==> config.mk <==
export PLATFORM = sky130hd
export DESIGN_NAME = nibble_serial_adder_ctrl
export DESIGN_NICKNAME = d
export VERILOG_FILES = /design/src/rtl/nibble_adder_pkg.sv /design/src/rtl/nibble_add_slice.sv /design/src/rtl/nibble_serial_adder_ctrl.sv
export SDC_FILE = /design/constraint.sdc
export NUM_CORES = 1
export LEC_CHECK = 0
export CAP_MARGIN = 20
export CORE_MARGIN = 1
export CORE_UTILIZATION = 30
export CTS_CLUSTER_SIZE = 10
export DETAILED_ROUTE_END_ITERATION = 8
export PLACE_DENSITY = 0.61
export REMOVE_ABC_BUFFERS = 1
export SLEW_MARGIN = 20
export SYNTH_ARGS = -nofsm -noshare
export SYNTH_HDL_FRONTEND = slang
export SYNTH_SLANG_ARGS = --single-unit
==> constraint.sdc <==
create_clock -name clk -period 2 [get_ports clk]
set_input_delay 0.3 -clock clk [delete_from_list [all_inputs] [get_ports clk]]
set_output_delay 0.3 -clock clk [all_outputs]
set_load 0.1 [all_outputs]
==> src/rtl/nibble_adder_pkg.sv <==
// Shared constants for the nibble-serial adder: slice width and controller state encodings.
package nibble_adder_pkg;

    localparam int unsigned NIBBLE_W = 4;

    // Controller states, kept as plain 2-bit constants for legacy tool compatibility.
    localparam logic [1:0] IDLE = 2'd0;
    localparam logic [1:0] RUN  = 2'd1;
    localparam logic [1:0] DONE = 2'd2;

endpackage

==> src/rtl/nibble_add_slice.sv <==
// 4-bit adder slice: sum nibble, carry into bit 3 (c3) and carry out (c4).
module nibble_add_slice
    import nibble_adder_pkg::*;
(
    input  logic [NIBBLE_W-1:0] a,
    input  logic [NIBBLE_W-1:0] b,
    input  logic                cin,
    output logic [NIBBLE_W-1:0] s,
    output logic                c3,
    output logic                c4
);

    logic [NIBBLE_W-1:0] low_sum;
    logic [NIBBLE_W:0]   full_sum;

    // c3 is the carry out of the low three bits; c4 is the carry out of the whole nibble.
    always_comb begin
        low_sum  = {1'b0, a[NIBBLE_W-2:0]} + {1'b0, b[NIBBLE_W-2:0]} + {{(NIBBLE_W-1){1'b0}}, cin};
        full_sum = {1'b0, a} + {1'b0, b} + {{NIBBLE_W{1'b0}}, cin};
        s        = full_sum[NIBBLE_W-1:0];
        c3       = low_sum[NIBBLE_W-1];
        c4       = full_sum[NIBBLE_W];
    end

endmodule

==> src/rtl/nibble_serial_adder_ctrl.sv <==
// Nibble-serial W-bit adder: one shared 4-bit slice, LSB nibble first, carry chained in a register.
// Optional subtract support is enabled by defining NIBBLE_SERIAL_SUB_EN (adds input port sub).
module nibble_serial_adder_ctrl
    import nibble_adder_pkg::*;
#(
    parameter int unsigned NIBBLES = 4
) (
    input  logic                          clk,
    input  logic                          rst,
    input  logic                          in_valid,
    output logic                          in_ready,
`ifdef NIBBLE_SERIAL_SUB_EN
    input  logic                          sub,
`endif
    input  logic [NIBBLE_W*NIBBLES-1:0]   A,
    input  logic [NIBBLE_W*NIBBLES-1:0]   B,
    output logic                          out_valid,
    input  logic                          out_ready,
    output logic [NIBBLE_W*NIBBLES-1:0]   Sum,
    output logic                          Carry,
    output logic                          Overflow
);

    localparam int unsigned W    = NIBBLE_W * NIBBLES;
    localparam int unsigned IdxW = (NIBBLES > 1) ? $clog2(NIBBLES) : 1;
    localparam logic [IdxW-1:0] IdxLast = IdxW'(NIBBLES - 1);

    logic [1:0]      state_q, state_d;
    logic [IdxW-1:0] idx_q, idx_d;
    logic [W-1:0]    a_q, a_d;
    logic [W-1:0]    b_q, b_d;
    logic            cy_q, cy_d;
    logic [W-1:0]    sum_q, sum_d;
    logic            carry_q, carry_d;
    logic            ovf_q, ovf_d;

    logic [NIBBLE_W-1:0]   slice_s;
    logic                  slice_c3;
    logic                  slice_c4;
    logic [W+NIBBLE_W-1:0] sum_ext;
    logic                  sub_eff;

`ifdef NIBBLE_SERIAL_SUB_EN
    assign sub_eff = sub;
`else
    assign sub_eff = 1'b0;
`endif

    nibble_add_slice u_slice (
        .a   (a_q[NIBBLE_W-1:0]),
        .b   (b_q[NIBBLE_W-1:0]),
        .cin (cy_q),
        .s   (slice_s),
        .c3  (slice_c3),
        .c4  (slice_c4)
    );

    // New nibble enters at the top; after NIBBLES shifts nibble 0 lands in Sum[3:0].
    assign sum_ext = {slice_s, sum_q};

    // Handshake outputs; gated by rst so an aborted operation never shows out_valid.
    always_comb begin
        in_ready  = (state_q == IDLE) & ~rst;
        out_valid = (state_q == DONE) & ~rst;
        Sum       = sum_q;
        Carry     = carry_q;
        Overflow  = ovf_q;
    end

    // Next-state logic: capture in IDLE, one nibble per cycle in RUN, hold until accepted in DONE.
    always_comb begin
        state_d = state_q;
        idx_d   = idx_q;
        a_d     = a_q;
        b_d     = b_q;
        cy_d    = cy_q;
        sum_d   = sum_q;
        carry_d = carry_q;
        ovf_d   = ovf_q;
        case (state_q)
            IDLE: begin
                if (in_valid) begin
                    a_d     = A;
                    // Subtraction is A + ~B + 1: invert B once here and seed the carry.
                    b_d     = sub_eff ? ~B : B;
                    cy_d    = sub_eff;
                    idx_d   = '0;
                    carry_d = 1'b0;
                    ovf_d   = 1'b0;
                    state_d = RUN;
                end
            end
            RUN: begin
                sum_d = sum_ext[W+NIBBLE_W-1:NIBBLE_W];
                a_d   = a_q >> NIBBLE_W;
                b_d   = b_q >> NIBBLE_W;
                cy_d  = slice_c4;
                idx_d = idx_q + 1'b1;
                if (idx_q == IdxLast) begin
                    carry_d = slice_c4;
                    ovf_d   = slice_c3 ^ slice_c4;
                    idx_d   = '0;
                    state_d = DONE;
                end
            end
            DONE: begin
                if (out_ready) begin
                    state_d = IDLE;
                end
            end
            default: state_d = IDLE;
        endcase
    end

    // State registers with synchronous active-high reset.
    always_ff @(posedge clk) begin
        if (rst) begin
            state_q <= IDLE;
            idx_q   <= '0;
            a_q     <= '0;
            b_q     <= '0;
            cy_q    <= 1'b0;
            sum_q   <= '0;
            carry_q <= 1'b0;
            ovf_q   <= 1'b0;
        end else begin
            state_q <= state_d;
            idx_q   <= idx_d;
            a_q     <= a_d;
            b_q     <= b_d;
            cy_q    <= cy_d;
            sum_q   <= sum_d;
            carry_q <= carry_d;
            ovf_q   <= ovf_d;
        end
    end

endmodule

# Word level (Yosys, flattened, before mapping)
# Index checks and enable logic that the tools add are counted.
# totals
ff_bits	55
in_bits	36
wordCells	45
# op_classes
addsub	5
n_eq_ne	6
n_mux	17
bitwise	4
n_reduce_logical	5
# op_table
cell	n
$pmux 16 s2	2
$mux 16	2
$mux 2	5
$ne 2x2->1 const B	3
$pmux 1 s2	3
$pmux 2 s3	1
$reduce_and 3->1	2
$add 4x4->5	1
$add 5x1->5	1
$add 3x3->4	1
$add 4x1->4	1
$eq 2x2->1 const B	2
$pmux 2 s2	1
$mux 1	3
$add 2x1->2 const B	1
$and 1x1->1	2
$eq 2x1->1 const B	1
$logic_not 2->1	1
$reduce_and 2->1	1
$reduce_bool 2->1	1
$not 1->1	1
$xor 1x1->1	1

# Depth between registers and ports, before layout
# logic_depth
ltp_word	5
depth_mapped	7
ltp_nobuf	7

# Cells and area by module
# A second synthesis with hierarchy kept.
# hier_totals
hier_cells	285
hier_area_um2	2356.0
# modules_own_cells
mod	instances	cells_per_inst	area_per_inst_um2
nibble_serial_adder_ctrl	1	268	2209.6
nibble_add_slice	1	17	146.4

# Least setup slack after synthesis
# Ideal clock, no wire load.
# synth_path
path_type	register -> output
start	register state_q[1]
end	output port out_valid
arrival_ps	2945
required_time_ps	1700
setup_slack_ps	-1245
path_stages_with_launch	4
path_buffers	2
path_cell_list	dfxtp_1 -> buf_2 -> buf_2 -> nor3b_1
# synth_between
elab_chain_len	2
# synth_lines
item	line_no	text
start, declared	nibble_serial_adder_ctrl.sv:28	logic [1:0] state_q, state_d;
start signal, assigned	nibble_serial_adder_ctrl.sv:127	state_q <= state_d;
$eq 2x2->1	nibble_serial_adder_ctrl.sv:64	out_valid = (state_q == DONE) & ~rst;
$and 1x1->1	nibble_serial_adder_ctrl.sv:64	
end, declared	nibble_serial_adder_ctrl.sv:17	output logic out_valid,
# No other way between the ends.

# Worst setup path after layout
# layout_path
start	register a_q[0]
end	register ovf_q, in the netlist Overflow
# layout_between
elab_chain_len	5
# layout_lines
item	line_no	text
start, declared	nibble_serial_adder_ctrl.sv:30	logic [W-1:0] a_q, a_d;
start signal, assigned	nibble_serial_adder_ctrl.sv:120	a_q <= '0;
start signal, assigned	nibble_serial_adder_ctrl.sv:129	a_q <= a_d;
$add 4x4->5 / $add 3x3->4 (equally long branches)	nibble_add_slice.sv:19, nibble_add_slice.sv:18	
$add 5x1->5 / $add 4x1->4 (equally long branches)	nibble_add_slice.sv:19, nibble_add_slice.sv:18	
$xor 1x1->1 *	nibble_serial_adder_ctrl.sv:101	ovf_d = slice_c3 ^ slice_c4;
$mux 1 *	nibble_serial_adder_ctrl.sv:99	if (idx_q == IdxLast) begin
$pmux 1 s2 *	nibble_serial_adder_ctrl.sv:80	case (state_q)
end signal, assigned	nibble_serial_adder_ctrl.sv:134	ovf_q <= ovf_d;
end, declared	nibble_serial_adder_ctrl.sv:35	logic ovf_q, ovf_d;
# Every way passes the cells marked *; elsewhere a longest branch is shown, timed or not. The select of a mux whose other input is x is not followed.
# A chain may end at the register's enable or synchronous reset.

==> impl_metrics.env <==
export IMPL_numCtsBuffers=5
export IMPL_clkSinkCount=55
export IMPL_worst_slack_ns=0.09626
export IMPL_io_pins=56
export IMPL_yosysSeqAreaShare_pct=43.87
export IMPL_total_power_uw=2358
export IMPL_nets=422
export IMPL_dp_slack_ns=0.03258
export IMPL_grt_pass1_wl_um=9411
export IMPL_seqPwrFrac_pct=51.4
export IMPL_setup_viol=0
export IMPL_fillers=821
export IMPL_htreeDepth=2
export IMPL_dr_pass1_iters=4
export IMPL_p_sw_share_pct=30.72
export IMPL_synth_fa_ha_area_share_pct=3.589
export IMPL_n_antenna_cell=0
export IMPL_cts_root_buffer="clkbuf_8"
export IMPL_p_switching_uw=724.4
export IMPL_cts_tree="done"
export IMPL_worstSkewPairLatency_ns=0.31
export IMPL_vdd_ir_drop_max_mv=0.2587
export IMPL_vias=2239
export IMPL_die_area_um2=8736
export IMPL_synth_xor_area_share_pct=0.6979
export IMPL_postCtsSetupBuffers=0
export IMPL_p_int_uw=1634
export IMPL_muxShareOfSynthArea_pct=0
export IMPL_register_area_um2=1101
export IMPL_rows=32
export IMPL_worst_setup_path_end_kind="flop"
export IMPL_drt_vias_per_instance=4.636
export IMPL_multi_input_area_um2=1250
export IMPL_syn_inst=333
export IMPL_power_density_nw_per_um2=736.2
export IMPL_skew_ns=0.003743
export IMPL_synth_top_area_cell="dfxtp_1"
export IMPL_synth_simple_area_share_pct=30.61
export IMPL_grt_max_degree=55
export IMPL_cap_violations=0
export IMPL_wirelength_um=5697
export IMPL_hpwlAfterDp_um=3989
export IMPL_overflow=0
export IMPL_core_area_um2=7928
export IMPL_hold_violations=0
export IMPL_start_kind="flop"
export IMPL_critPathRequiredTime_ns=2.23
export IMPL_dieWidth_um=93.47
export IMPL_hold_path_class="primary input to flop"
export IMPL_setup_worst_path_class="flop to flop"
export IMPL_rsz0062_at_grt="false"
export IMPL_max_slew_margin_pct=57.49
export IMPL_leakage_uw=0.001296
export IMPL_globalplace_congestion=0.8382
export IMPL_drcViolationCount=0
export IMPL_synth_area_per_cell_um2=7.537
export IMPL_first_iter_violations=115
export IMPL_grt_pass1_vias=2006
export IMPL_synth_area_leaders="dfxtp_1 44%, nor2_1 13%, a21oi_1 8.6%"
export IMPL_io_buffers=55
export IMPL_antenna_found_initial=0
export IMPL_start_util_pct=31.66
export IMPL_holdBufCountCts=0
export IMPL_clkTransAtPathRegs_ns=0.09
export IMPL_period_share_pct=95.19
export IMPL_instances_no_fill=483
export IMPL_cts_buffer_depth=2
export IMPL_synth_top_family_by_area="simple AND/OR/NAND/NOR gates"
export IMPL_wl_per_cell_um=11.80
export IMPL_status="completed"
export IMPL_combPwrFrac_pct=23.1
export IMPL_cp_max_fo=3
export IMPL_power_frac_clock_pct=25.5
export IMPL_drive_gt1_share_pct=11.81
export IMPL_synth_compound_area_share_pct=14.66
export IMPL_synth_top_cell_area_share_pct=43.87
export IMPL_dieHeight_um=93.47
export IMPL_synthesis_area_um2=2510
export IMPL_worst_slew_pin_slew_ns=0.6377
export IMPL_postRouteAntennaNets=0
export IMPL_max_freq_ghz=0.5253
export IMPL_area_delta_synth_final_pct=27.62
export IMPL_min_period_ns=1.904
export IMPL_synth_cell_types=27
export IMPL_post_place_cells=475
export IMPL_fin_tns_setup_ns=0
export IMPL_grt_total_usage_pct=13.64
export IMPL_yosysWarningCount=0
export IMPL_report_final_slew_viol_count=0
export IMPL_ys_seq_elements=55
export IMPL_crit_arrival_ns=2.13
==> registers in the layout, summed over array words and instances (netlist names) <==
register	cells
state_q	2
a_q	16
Carry	1
Overflow	1
idx_q	2
Sum	16
b_q	16
cy_q	1
==> cell type report <==
class | instances | share of cell area, %
Multi-Input combinational cell | 244 | 39.02
Clock inverter | 3 | 0.4688
Timing Repair Buffer | 68 | 19.30
Sequential cell | 55 | 34.38
Inverter | 6 | 0.7031
Clock buffer | 5 | 2.148
Tap cell | 102 | 3.984
==> repair_timing <==
item | in CTS | in global routing
setup endpoints to repair | 1 | 2
gates resized for setup | 1 | 1
pin swaps | 0 | 1
==> cell usage after synthesis <==
cell type	n
a211oi_1	5
a211oi_2	1
a21oi_1	43
a22oi_1	10
and2b_1	1
buf_1	1
buf_2	15
buf_4	1
buf_6	2
clkbuf_1	9
dfxtp_1	55
fa_1	2
ha_1	4
inv_1	6
nand2_1	29
nand2b_1	3
nand3_1	1
nand3b_1	2
nor2_1	88
nor2b_1	23
nor3_1	22
nor3b_1	3
o211ai_1	1
o21ai_0	1
o31ai_1	2
or2_1	1
xnor2_1	2
==> worst max-delay path, stage by stage, from the launching register on <==
cell      delay (ns)
dfxtp_1         0.32
inv_1           0.06
fa_1            0.45
fa_2            0.35
nand2b_1        0.17
a21oi_2         0.20
xnor2_1         0.09
o31ai_1         0.18
==> through the flow <==
step | instance area (um^2) | util [%] | hold WS [ns]
2_1_floorplan | 2367 | - | 0.3646
3_3_place_gp | 3113 | 39.27 | 0.4419
3_5_place_dp | 3113 | 39.27 | 0.4479
4_1_cts | 3201 | 40.37 | 0.2878
5_1_grt | 3203 | 40.40 | 0.2963
6_report | 3203 | 40.40 | 0.2870
==> power groups by stage <==
| stage | clock network [uW] | registers, uW | logic (uW) |
|---|---|---|---|
| 6_report | 601 | 1210 | 545 |
| 5_1_grt | 673 | 1220 | 605 |
| 4_1_cts | 623 | 1210 | 549 |
| 3_5_place_dp | 0 | 1240 | 546 |
| 3_3_place_gp | 0 | 1240 | 541 |
| 2_1_floorplan | 0 | 1320 | 253 |
==> cells in the final DEF, fill, tap and decap left out, drive strengths merged, types with 4 or more instances in the layout <==
cell type / count
clkdlybuf4s50: 34
buf: 34
nand2: 29
nor2b: 23
a22oi: 10
dfxtp: 55
a211oi: 6
ha: 4
clkbuf: 5
nor3: 22
a21oi: 43
nor2: 88
inv: 6
==> logic make-up after synthesis <==
| kind of cell | Yosys count |
|---|---|
| fa+ha+maj | 6 |
| compound gates | 63 |
| xor+xnor | 2 |
| buf+inv | 34 |
| simple gates | 173 |
| flops | 55 |
==> worst paths after layout <==
check | from | depth (start not counted) | endpoint | slack [ns]
max | a_q[0] | 7 | Overflow | 0.1
min | rst | 2 | b_q[11] | 0.29
max reg2reg | a_q[0] | 7 | Overflow | 0.1
min reg2reg | Sum[0] | 2 | Sum[0] | 0.46
==> routing by layer <==
metal | share of wire [%] | vias to the layer above | track usage [%]
li1 | - | 1179 | -
met1 | 49 | 1001 | 18.16
met2 | 45 | 55 | 21.57
met3 | 5.0 | 4 | 3.089
met4 | 1.2 | 0 | 4.872
met5 | 0 | - | 0
Power figures use the tool's default switching activity.
